[config.mk]
export PLATFORM = sky130hd
export DESIGN_NAME = fpu_dispatch
export DESIGN_NICKNAME = d
export VERILOG_FILES = /design/src/rtl/fpu_dispatch_pkg.sv /design/src/rtl/fpu_dispatch.sv
export SDC_FILE = /design/constraint.sdc
export NUM_CORES = 1
export LEC_CHECK = 0
export ABC_CLOCK_PERIOD_IN_PS = 1680
export CAP_MARGIN = 0
export CORE_MARGIN = 1.5
export CORE_UTILIZATION = 40
export DETAILED_ROUTE_END_ITERATION = 16
export PLACE_DENSITY = 0.8
export SYNTH_ARGS = -nofsm -noshare
export SYNTH_HDL_FRONTEND = slang
export SYNTH_SLANG_ARGS = --single-unit
[constraint.sdc]
create_clock -name clk -period 1.68 [get_ports clk]
set_clock_uncertainty 0.15 [all_clocks]
set_input_delay 0.252 -clock clk [delete_from_list [all_inputs] [get_ports clk]]
set_output_delay 0.252 -clock clk [all_outputs]
set_load 0.01 [all_outputs]
[src/rtl/fpu_dispatch_pkg.sv]
// Shared types for the FPU issue/writeback path: forwarding record and dispatch FSM states.
package fpu_dispatch_pkg;

  localparam int FWD_KEYW = 5;

  typedef struct packed {
    logic                enabled;
    logic                fenabled;
    logic [FWD_KEYW-1:0] key;
    logic [31:0]         value;
  } fwdregkv;

  typedef enum logic [1:0] {
    IDLE  = 2'd0,
    ISSUE = 2'd1,
    WAIT  = 2'd2,
    WB    = 2'd3
  } dispatch_state_t;

endpackage

[src/rtl/fpu_dispatch.sv]
// FPU dispatch: issues one FP op, waits for completion, drives writeback and forwarding records.
// Optional watchdog on the completion wait is enabled by defining FPU_TIMEOUT_EN.
//
// state | meaning
// IDLE  | ready for a decoded op
// ISSUE | start pulse to the FPU; completion seen here is stale and ignored
// WAIT  | waiting for fpu_completed (flush or watchdog abort back to IDLE)
// WB    | one-cycle writeback or address strobe; flush no longer aborts
module fpu_dispatch
  import fpu_dispatch_pkg::*;
#(
  parameter int REGW    = 5,
  parameter int TIMEOUT = 16
) (
  input  logic            clk,
  input  logic            rstn,
  input  logic            req_valid,
  output logic            req_ready,
  input  logic [REGW-1:0] req_rd,
  input  logic            req_fdst,
  input  logic            req_nowb,
  input  logic            flush,
  output logic            fpu_enabled,
  input  logic            fpu_completed,
  input  logic [31:0]     fpu_result,
  output logic            wb_valid,
  output logic            wb_fen,
  output logic [REGW-1:0] wb_rd,
  output logic [31:0]     wb_data,
  output logic            addr_valid,
  output fwdregkv         fwd1,
  output fwdregkv         fwd2,
  output logic            err_timeout
);

  dispatch_state_t state, state_nx;

  logic [REGW-1:0] rd_q;
  logic            fdst_q;
  logic            nowb_q;
  logic [31:0]     result_q;
  logic            accept;
  logic            capture;
  logic            wait_tc;
  logic            timeout_hit;
  logic            wb_cycle;
  logic            int_zero;

`ifdef FPU_TIMEOUT_EN
  localparam int CNTW = $clog2(TIMEOUT + 1);

  logic [CNTW-1:0] wait_cnt;

  // Held at zero outside WAIT, so each WAIT visit starts counting from zero.
  always_ff @(posedge clk) begin
    if (!rstn) begin
      wait_cnt <= '0;
    end else if (state != WAIT) begin
      wait_cnt <= '0;
    end else begin
      wait_cnt <= wait_cnt + CNTW'(1);
    end
  end

  assign wait_tc     = (wait_cnt == CNTW'(TIMEOUT - 1));
  assign err_timeout = timeout_hit;
`else
  // No watchdog: WAIT holds until completion or flush; TIMEOUT is kept for a uniform parameter list.
  assign wait_tc     = (TIMEOUT < 0);
  assign err_timeout = 1'b0;
`endif

  always_ff @(posedge clk) begin
    if (!rstn) begin
      state <= IDLE;
    end else begin
      state <= state_nx;
    end
  end

  always_comb begin
    state_nx    = state;
    req_ready   = 1'b0;
    fpu_enabled = 1'b0;
    timeout_hit = 1'b0;
    case (state)
      IDLE: begin
        req_ready = 1'b1;
        if (req_valid && !flush) state_nx = ISSUE;
      end
      ISSUE: begin
        fpu_enabled = 1'b1;
        state_nx    = flush ? IDLE : WAIT;
      end
      WAIT: begin
        if (flush) begin
          state_nx = IDLE;
        end else if (fpu_completed) begin
          state_nx = WB;
        end else if (wait_tc) begin
          state_nx    = IDLE;
          timeout_hit = 1'b1;
        end
      end
      WB:      state_nx = IDLE;
      default: state_nx = IDLE;
    endcase
  end

  assign accept  = (state == IDLE) && req_valid && !flush;
  assign capture = (state == WAIT) && fpu_completed && !flush;

  always_ff @(posedge clk) begin
    if (!rstn) begin
      rd_q     <= '0;
      fdst_q   <= 1'b0;
      nowb_q   <= 1'b0;
      result_q <= '0;
    end else begin
      if (accept) begin
        rd_q   <= req_rd;
        fdst_q <= req_fdst;
        nowb_q <= req_nowb;
      end
      if (capture) result_q <= fpu_result;
    end
  end

  // x0 is hardwired zero, so an integer write to it is dropped; f0 is a real register.
  assign wb_cycle   = (state == WB);
  assign int_zero   = !fdst_q && (rd_q == '0);
  assign wb_valid   = wb_cycle && !nowb_q && !int_zero;
  assign wb_fen     = wb_valid && fdst_q;
  assign wb_rd      = wb_valid ? rd_q : '0;
  assign wb_data    = wb_cycle ? result_q : '0;
  assign addr_valid = wb_cycle && nowb_q;

  always_comb begin
    fwd1          = '0;
    fwd1.enabled  = wb_valid && !wb_fen;
    fwd1.fenabled = wb_valid && wb_fen;
    fwd1.key      = FWD_KEYW'(wb_rd);
    fwd1.value    = wb_data;
  end

  always_ff @(posedge clk) begin
    if (!rstn) begin
      fwd2 <= '0;
    end else begin
      fwd2 <= fwd1;
    end
  end

endmodule
# ---- Word level (Yosys, flattened, before mapping)
# Index checks and enable logic that the tools add are counted.
dict set report op_classes {
  add_sub_neg 0
  multipliers 0
  n_div 0
  order_cmp 0
  n_eq_ne 5
  n_shift 0
  muxes 9
  bitwise 0
  n_reduce_logical 20
}
# op n
set op_table {}
lappend op_table {{$mux 32} 1}
lappend op_table {{$logic_and 1x1->1} 12}
lappend op_table {{$mux 2} 4}
lappend op_table {{$pmux 2 s4} 1}
lappend op_table {{$logic_not 1->1} 5}
lappend op_table {{$logic_not 5->1} 1}
lappend op_table {{$mux 5} 1}
lappend op_table {{$eq 2x2->1 const B} 2}
lappend op_table {{$ne 3x3->1 const B} 1}
lappend op_table {{$eq 2x1->1 const B} 1}
lappend op_table {{$logic_not 2->1} 1}
lappend op_table {{$mux 1} 2}
lappend op_table {{$ne 2x2->1 const B} 1}
lappend op_table {{$reduce_and 2->1} 1}
dict set report totals {
  register_bits 80
  latch_bits 0
  ramBits 0
  rom_bits 0
  inputBits 44
  output_inout_bits 121
  elab_cells 43
  mem_count 0
}

# ---- Logic depth before layout (Yosys ltp)
# Gate-level depths: netlist of run 1.
dict set report depth {
  depth_word 7
  ltp_mapped 5
  ltp_nobuf 2
}

# ---- Worst setup path before layout of run 1
# OpenSTA, ideal clock, no wires.
dict set report synth_timing {
  kind {reg2out}
  startpoint {reg state[1]}
  endpoint {out wb_data[22]}
  arrival_ns 1.129
  t_required_ns 1.278
  path_slack_ns 0.149
  stages_incl_launch_ff 5
  n_path_buf 3
  cell_sequence {dfxtp_1 > buf_2 > clkbuf_1 > and3_1 > buf_4}
}
# element line
set synth_lines {}
lappend synth_lines {{start: declaration} fpu_dispatch.sv:36} ;# dispatch_state_t state, state_nx;
lappend synth_lines {{start signal: assignment} fpu_dispatch.sv:77} ;# state <= state_nx;
lappend synth_lines {{end: declaration} fpu_dispatch.sv:29} ;# output logic [31:0] wb_data,

# ---- Worst setup path after layout of run 1
dict set report layout_timing {
  startpoint {reg rd_q[0]}
  endpoint {out wb_valid}
}
dict set report layout_via {
  elab_chain_cells 4
}
# element line
set layout_lines {}
lappend layout_lines {{start: declaration} fpu_dispatch.sv:38} ;# logic [REGW-1:0] rd_q;
lappend layout_lines {{start signal: assignment} fpu_dispatch.sv:121} ;# rd_q <= req_rd;
lappend layout_lines {{$logic_not 5->1} fpu_dispatch.sv:131} ;# assign int_zero = !fdst_q && (rd_q == '0);
lappend layout_lines {{$logic_and 1x1->1} fpu_dispatch.sv:131}
lappend layout_lines {{$logic_not 1->1} fpu_dispatch.sv:132} ;# assign wb_valid = wb_cycle && !nowb_q && !int_zero;
lappend layout_lines {{$logic_and 1x1->1} fpu_dispatch.sv:132}
lappend layout_lines {{end: declaration} fpu_dispatch.sv:26} ;# output logic wb_valid,
# No other way between the ends.

==> results.json, run 1 <==
{
  "gp_congestion": 0.7586,
  "hold_end": "result_q[29]$_SDFFE_PN0P_",
  "clkLatencyLatePin_ns": 0.34,
  "arrival_ns": 1.58,
  "synthCells": 362,
  "maxCapViolCount": 0,
  "cp_data_required_time_ns": 1.28,
  "nets": 563,
  "drc": 0,
  "max_stage_delay_ns": 0.53,
  "yosysWarnings": 0,
  "grt-ovfl-total": 0,
  "synth_area_leaders": "dfxtp_1 (48%), and3_1 (13%), mux2i_1 (12%)",
  "seq_area_frac_synth_pct": 47.76,
  "syn_area_sq_um": 3353,
  "cts_hold_buf": 0,
  "power.density_nw_per_um2": 663.4,
  "pin_count": 165,
  "setup_violations": 73,
  "power_uw": 3874,
  "crit_path_max_fanout": 2,
  "first_pass_iters": 4,
  "rsz0062_at_grt": "yes",
  "synth_seq_cells": 80,
  "core_sq_um": 8175,
  "finalCoreUtilization_pct": 71.43,
  "startpoint": "rd_q[0]$_SDFFE_PN0P_",
  "stdcell_area_sq_um": 5839,
  "yosys.area_share.simple_pct": 25.86,
  "detail_route.wirelength_mm": 9.969,
  "syn2layout_area_growth_pct": 74.14,
  "path_buf_inv": 1,
  "min_path_type": "in2reg",
  "r2r-end": "result_q[11]$_SDFFE_PN0P_",
  "timing.final.crit_share_pct": 117.8,
  "start_util_pct": 41.02,
  "final_cell_mix": "buf_6 (93), clkdlybuf4s50_1 (81), nand2_1 (78), dfxtp_1 (76), mux2i_1 (39)",
  "synth.distinct_cells": 28,
  "holdCritStartpoint": "rstn",
  "cts-htree-levels": 3,
  "vias_per_cell": 4.857,
  "dieWidth_um": 94.56,
  "status": "finished, violations left",
  "dieArea_sq_um": 8942,
  "dieHeight_um": 94.56,
  "slowest_stage": "or4_4",
  "synth_compound_area_share_pct": 0.7836,
  "final.setup.worst_slack_ns": -0.2988,
  "cts_inserted_buffers": 9,
  "r2r_slack_ns": -0.03,
  "violations": "negative setup slack",
  "dp.cells": 582,
  "p_leak_uw": 0.002531,
  "grt_max_degree": 45,
  "grt_pass1_vias": 3003,
  "cts_tree": "built",
  "final_common_cell": "buf_6",
  "hold_viol_final": 0,
  "cts.sinks": 80,
  "holdPathStages": 3,
  "placed_area_sq_um": 4877,
  "fillers": 571,
  "timing.fmax_ghz": 0.5054,
  "dp_hpwl_mm": 6.119,
  "reg2reg_from": "state[0]$_SDFFE_PN0P_",
  "row_count": 33,
  "ff2ff_path_depth": 5,
  "vdd_drop_max_mv": 0.4651,
  "end_kind": "output port",
  "vias": 3055,
  "synth-xor-area-share_pct": 0.2612,
  "startpoint_type": "register",
  "cts_root_buf": "clkbuf_8",
  "grt_pass1_wl_mm": 14.66,
  "stdcell_count": 629,
  "yosysTopAreaCellShare_pct": 47.76,
  "drv_slew": 0,
  "fin_crit_ns": 1.979,
  "syn_avg_cell_area_sq_um": 9.263,
  "worstSetupPathType": "reg2out",
  "crit_chain": "or4_4 > o31a_1 > buf_2",
  "wl_per_cell_um": 15.85,
  "drive_above_1_share_pct": 37.98,
  "clk_path_buf_depth": 2,
  "synth_top_family_by_area": "simple AND/OR/NAND/NOR gates",
  "critPathTopFamily": "simple AND/OR/NAND/NOR gates",
  "syn-num-nets": 406,
  "synth_mux_area_share_pct": 11.94,
  "antenna_found_initial": 0,
  "io_buffers": 163,
  "yosysTopAreaCell": "dfxtp_1",
  "ant_nets": 0,
  "drt_iter0_markers": 93,
  "diodes": 0,
  "clkTransAtPathRegs_ns": 0.08,
  "track_usage_pct": 21.37,
  "synthAdderAreaFrac_pct": 0
}
## final cells by class
| class | instances | area, sq um | share of cell area, % |
|---|---|---|---|
| clock inverters | 6 | 92.59 | 1.586 |
| multi-input cells | 212 | 1513 | 25.91 |
| inverters | 2 | 7.507 | 0.1286 |
| clock buffers | 10 | 137.6 | 2.357 |
| repair buffers | 214 | 2346 | 40.18 |
| well taps | 105 | 131.4 | 2.250 |
| flip-flops and latches | 80 | 1612 | 27.60 |
## routing by layer
metal	share of wire, %	GRT usage [%]	vias up
met5	0	0	-
met4	1.2	6.592	0
met3	5.3	4.348	11
met1	40	23.98	1457
li1	-	-	1477
met2	54	40.17	110
## how the worst max path moves through the flow
stage                        to  slack, ns  cells past startpoint
floorplan           wb_data[22]       0.15                      4
global placement       wb_valid      -0.26                      3
detailed placement     wb_valid      -0.27                      3
CTS                    wb_valid      -0.31                      3
global route           wb_valid      -0.35                      3
finish                 wb_valid      -0.30                      3
## worst min-delay path, delay by kind of cell
| kind | cells | cell delay [ns] |
|---|---|---|
| and+or+nand+nor | 1 | 0.11 |
| buffers and inverters | 1 | 0.23 |
| muxes | 1 | 0.05 |
## where the power goes
part           switching, uW  internal [uW]
combinational            140            205
clock                    726            883
sequential              13.1           1910
total                    879           2990
## synth_stat cells
| cell type | n |
|---|---|
| inv_1 | 2 |
| dfxtp_1 | 80 |
| buf_4 | 39 |
| a211oi_1 | 1 |
| or4_4 | 1 |
| and3b_1 | 1 |
| buf_6 | 3 |
| clkbuf_1 | 17 |
| and4bb_1 | 1 |
| buf_1 | 2 |
| and4b_1 | 1 |
| nor2b_1 | 1 |
| buf_2 | 8 |
| and3_2 | 1 |
| xnor2_1 | 1 |
| o31a_1 | 1 |
| mux2i_1 | 40 |
| nand4b_1 | 1 |
| and3_1 | 68 |
| nand2_1 | 78 |
| nor3b_1 | 1 |
| nor4_1 | 1 |
| and2_1 | 6 |
| and2_2 | 1 |
| o211a_1 | 1 |
| conb_1 | 1 |
| nor4b_1 | 2 |
| nor2_1 | 2 |
## registers in the layout (all words and copies together) (netlist names)
signal    cells
state         2
fwd2         39
rd_q          5
fdst_q        1
result_q     32
nowb_q        1
## cell families after synthesis
group                     after synthesis
and+or+nand+nor                       166
DFF                                    80
buffers and inverters                  71
muxes                                  40
AOI/OAI and AO/OA                       3
xor gates and xnor gates                1
other                                   1
## per-stage QoR
step / worst slack [ns] / hold WS [ns] / setup TNS (ns)
after floorplan: 0.1486 / 0.1780 / 0
after global placement: -0.2612 / 0.2970 / -6.127
after detailed placement: -0.2656 / 0.3074 / -7.752
after CTS: -0.3140 / 0.1984 / -3.903
after global routing: -0.3542 / 0.2226 / -8.562
final: -0.2988 / 0.2027 / -4.481
## what timing repair did
action	in CTS	in global routing
pin swaps	8	19
setup buffers	18	8
cloned	6	5
gates resized for setup	456	34
endpoints found under the setup margin	81	119
Note: power is estimated with default switching activity, not from simulation.
==> run 2, diff against run 1 <==
--- a/config.mk
+++ b/config.mk
@@ -5,12 +5,13 @@
 export SDC_FILE = /design/constraint.sdc
 export NUM_CORES = 1
 export LEC_CHECK = 0
-export ABC_CLOCK_PERIOD_IN_PS = 1680
+export ABC_CLOCK_PERIOD_IN_PS = 2510
 export CAP_MARGIN = 0
 export CORE_MARGIN = 1.5
-export CORE_UTILIZATION = 40
+export CORE_UTILIZATION = 44
 export DETAILED_ROUTE_END_ITERATION = 16
-export PLACE_DENSITY = 0.8
+export PLACE_DENSITY = 0.86
+export REMOVE_ABC_BUFFERS = 1
 export SYNTH_ARGS = -nofsm -noshare
 export SYNTH_HDL_FRONTEND = slang
 export SYNTH_SLANG_ARGS = --single-unit
==> constraint.sdc (replaced) <==
create_clock -name clk -period 2.51 [get_ports clk]
set_clock_uncertainty 0.15 [all_clocks]
set_input_delay 0.3765 -clock clk [delete_from_list [all_inputs] [get_ports clk]]
set_output_delay 0.3765 -clock clk [all_outputs]
set_load 0.01 [all_outputs]
==> results.json, run 2 (synthesis gave the netlist of run 1 again) <==
{
  "status": "completed",
  "drt_iter0_markers": 105,
  "core_sq_um": 7331,
  "vias": 2868,
  "cts_root_buf": "clkbuf_8",
  "grt-ovfl-total": 0,
  "antenna_found_initial": 0,
  "reg2reg_from": "state[1]$_SDFFE_PN0P_",
  "start_util_pct": 45.74,
  "max_stage_delay_ns": 0.56,
  "r2r-end": "result_q[9]$_SDFFE_PN0P_",
  "ant_nets": 0,
  "power.density_nw_per_um2": 462.1,
  "clkLatencyLatePin_ns": 0.33,
  "dp_hpwl_mm": 5.823,
  "power_uw": 2283,
  "io_buffers": 163,
  "crit_path_max_fanout": 12,
  "hold_viol_final": 0,
  "ff2ff_path_depth": 4,
  "worstSetupPathType": "reg2out",
  "post_cts_buffers": 0,
  "drive_above_1_share_pct": 6.224,
  "grt_max_degree": 69,
  "first_pass_iters": 4,
  "vias_per_cell": 4.936,
  "wl_per_cell_um": 14.10,
  "regMostFlops": "fwd2",
  "slew_headroom_pct": 59.47,
  "critPathCapture": "fwd1[34]",
  "fin_crit_ns": 2.381,
  "dieWidth_um": 90.30,
  "final_common_cell": "clkdlybuf4s50_1",
  "end_kind": "output port",
  "finalCoreUtilization_pct": 67.40,
  "grt_pass1_vias": 2705,
  "rsz0062_at_grt": "no",
  "dp.cells": 565,
  "pin_count": 165,
  "drc": 0,
  "cts_inserted_buffers": 9,
  "maxCapViolCount": 0,
  "pre_cts_ws_ns": 0.4079,
  "timing.fmax_ghz": 0.4200,
  "cts_tree": "built",
  "grt_pass1_wl_mm": 13.23,
  "cp_data_required_time_ns": 1.98,
  "cts.sinks": 80,
  "r2r_slack_ns": 0.90,
  "cts-htree-levels": 3,
  "min_path_type": "reg2reg",
  "startpoint_type": "register",
  "gp_congestion": 0.7265,
  "arrival_ns": 1.85,
  "largest_reg_flops": 39,
  "final.setup.worst_slack_ns": 0.1290,
  "startpoint": "nowb_q$_SDFFE_PN0P_",
  "crit_chain": "and3b_1 > and2_1 > clkdlybuf4s50_1",
  "final_cell_mix": "clkdlybuf4s50_1 (160), dfxtp_1 (80), nand2_1 (78), and3_1 (68), mux2i_1 (40)",
  "dieArea_sq_um": 8154,
  "vdd_drop_max_mv": 0.2493,
  "clk_path_buf_depth": 2,
  "reg_top3": "fwd2: 39 flops, result_q: 32 flops, rd_q: 5 flops",
  "timing.final.crit_share_pct": 94.86,
  "tightest_slew_ns": 0.6080,
  "detail_route.wirelength_mm": 8.193,
  "diodes": 0,
  "nets": 521,
  "drv_slew": 0,
  "row_count": 31,
  "track_usage_pct": 20.03,
  "slowest_stage": "clkdlybuf4s50_1",
  "p_leak_uw": 0.002087,
  "stdcell_count": 581,
  "setup_violations": 0,
  "timing.hold.ws_ns": 0.3180,
  "dieHeight_um": 90.30,
  "syn2layout_area_growth_pct": 47.35,
  "clkTransAtPathRegs_ns": 0.08
}
run 2: timing repair:
item / 4_1_cts / 5_1_grt
hold buffers: 0 / 0
setup endpoints to repair: 0 / 2
resized for setup: 0 / 2
run 2: worst min-delay path by stage:
stage,to,slack (ns),start,cells past startpoint
2_1_floorplan,result_q[10]$_SDFFE_PN0P_,0.29,result_q[10]$_SDFFE_PN0P_,2
3_3_place_gp,result_q[25]$_SDFFE_PN0P_,0.30,result_q[25]$_SDFFE_PN0P_,2
3_5_place_dp,result_q[12]$_SDFFE_PN0P_,0.30,result_q[12]$_SDFFE_PN0P_,2
4_1_cts,result_q[26]$_SDFFE_PN0P_,0.32,result_q[26]$_SDFFE_PN0P_,2
5_1_grt,result_q[25]$_SDFFE_PN0P_,0.34,result_q[25]$_SDFFE_PN0P_,2
6_report,result_q[26]$_SDFFE_PN0P_,0.32,result_q[26]$_SDFFE_PN0P_,2
run 2: routing by layer:
layer	vias up	routed length [um]	track usage, %
li1	1386	-	-
met1	1354	3480	23.34
met3	13	457	5.387
met5	-	0	0
met4	0	135	7.143
met2	115	4119	35.16
run 2: final cells by class:
cell class,instances,area [sq um]
Tap cell,99,123.9
Clock inverter,4,28.78
Clock buffer,12,145.1
Sequential cell,80,1602
Multi-Input combinational cell,211,1313
Fill cell,574,2390
Timing Repair Buffer,173,1722
Inverter,2,7.507
run 2: stage by stage:
step                TNS [ns]  instance area (sq um)
CTS                        0                   4936
detailed placement         0                   4762
finish                     0                   4941
floorplan             -1.055                   2915
global placement           0                   4762
global route               0                   4941
run 2: where the power goes:
group	switching, uW	internal [uW]	leakage [uW]
Clock	442	389	0.0000830
Combinational	72.3	92.3	0.00136
Sequential	9.66	1280	0.000645
Total	524	1760	0.00209
run 2: worst max-delay path: cells and delay by family (launching register included):
family,cells,cell delay [ns]
simple gates,2,0.62
flops,1,0.35
buf+inv,1,0.56
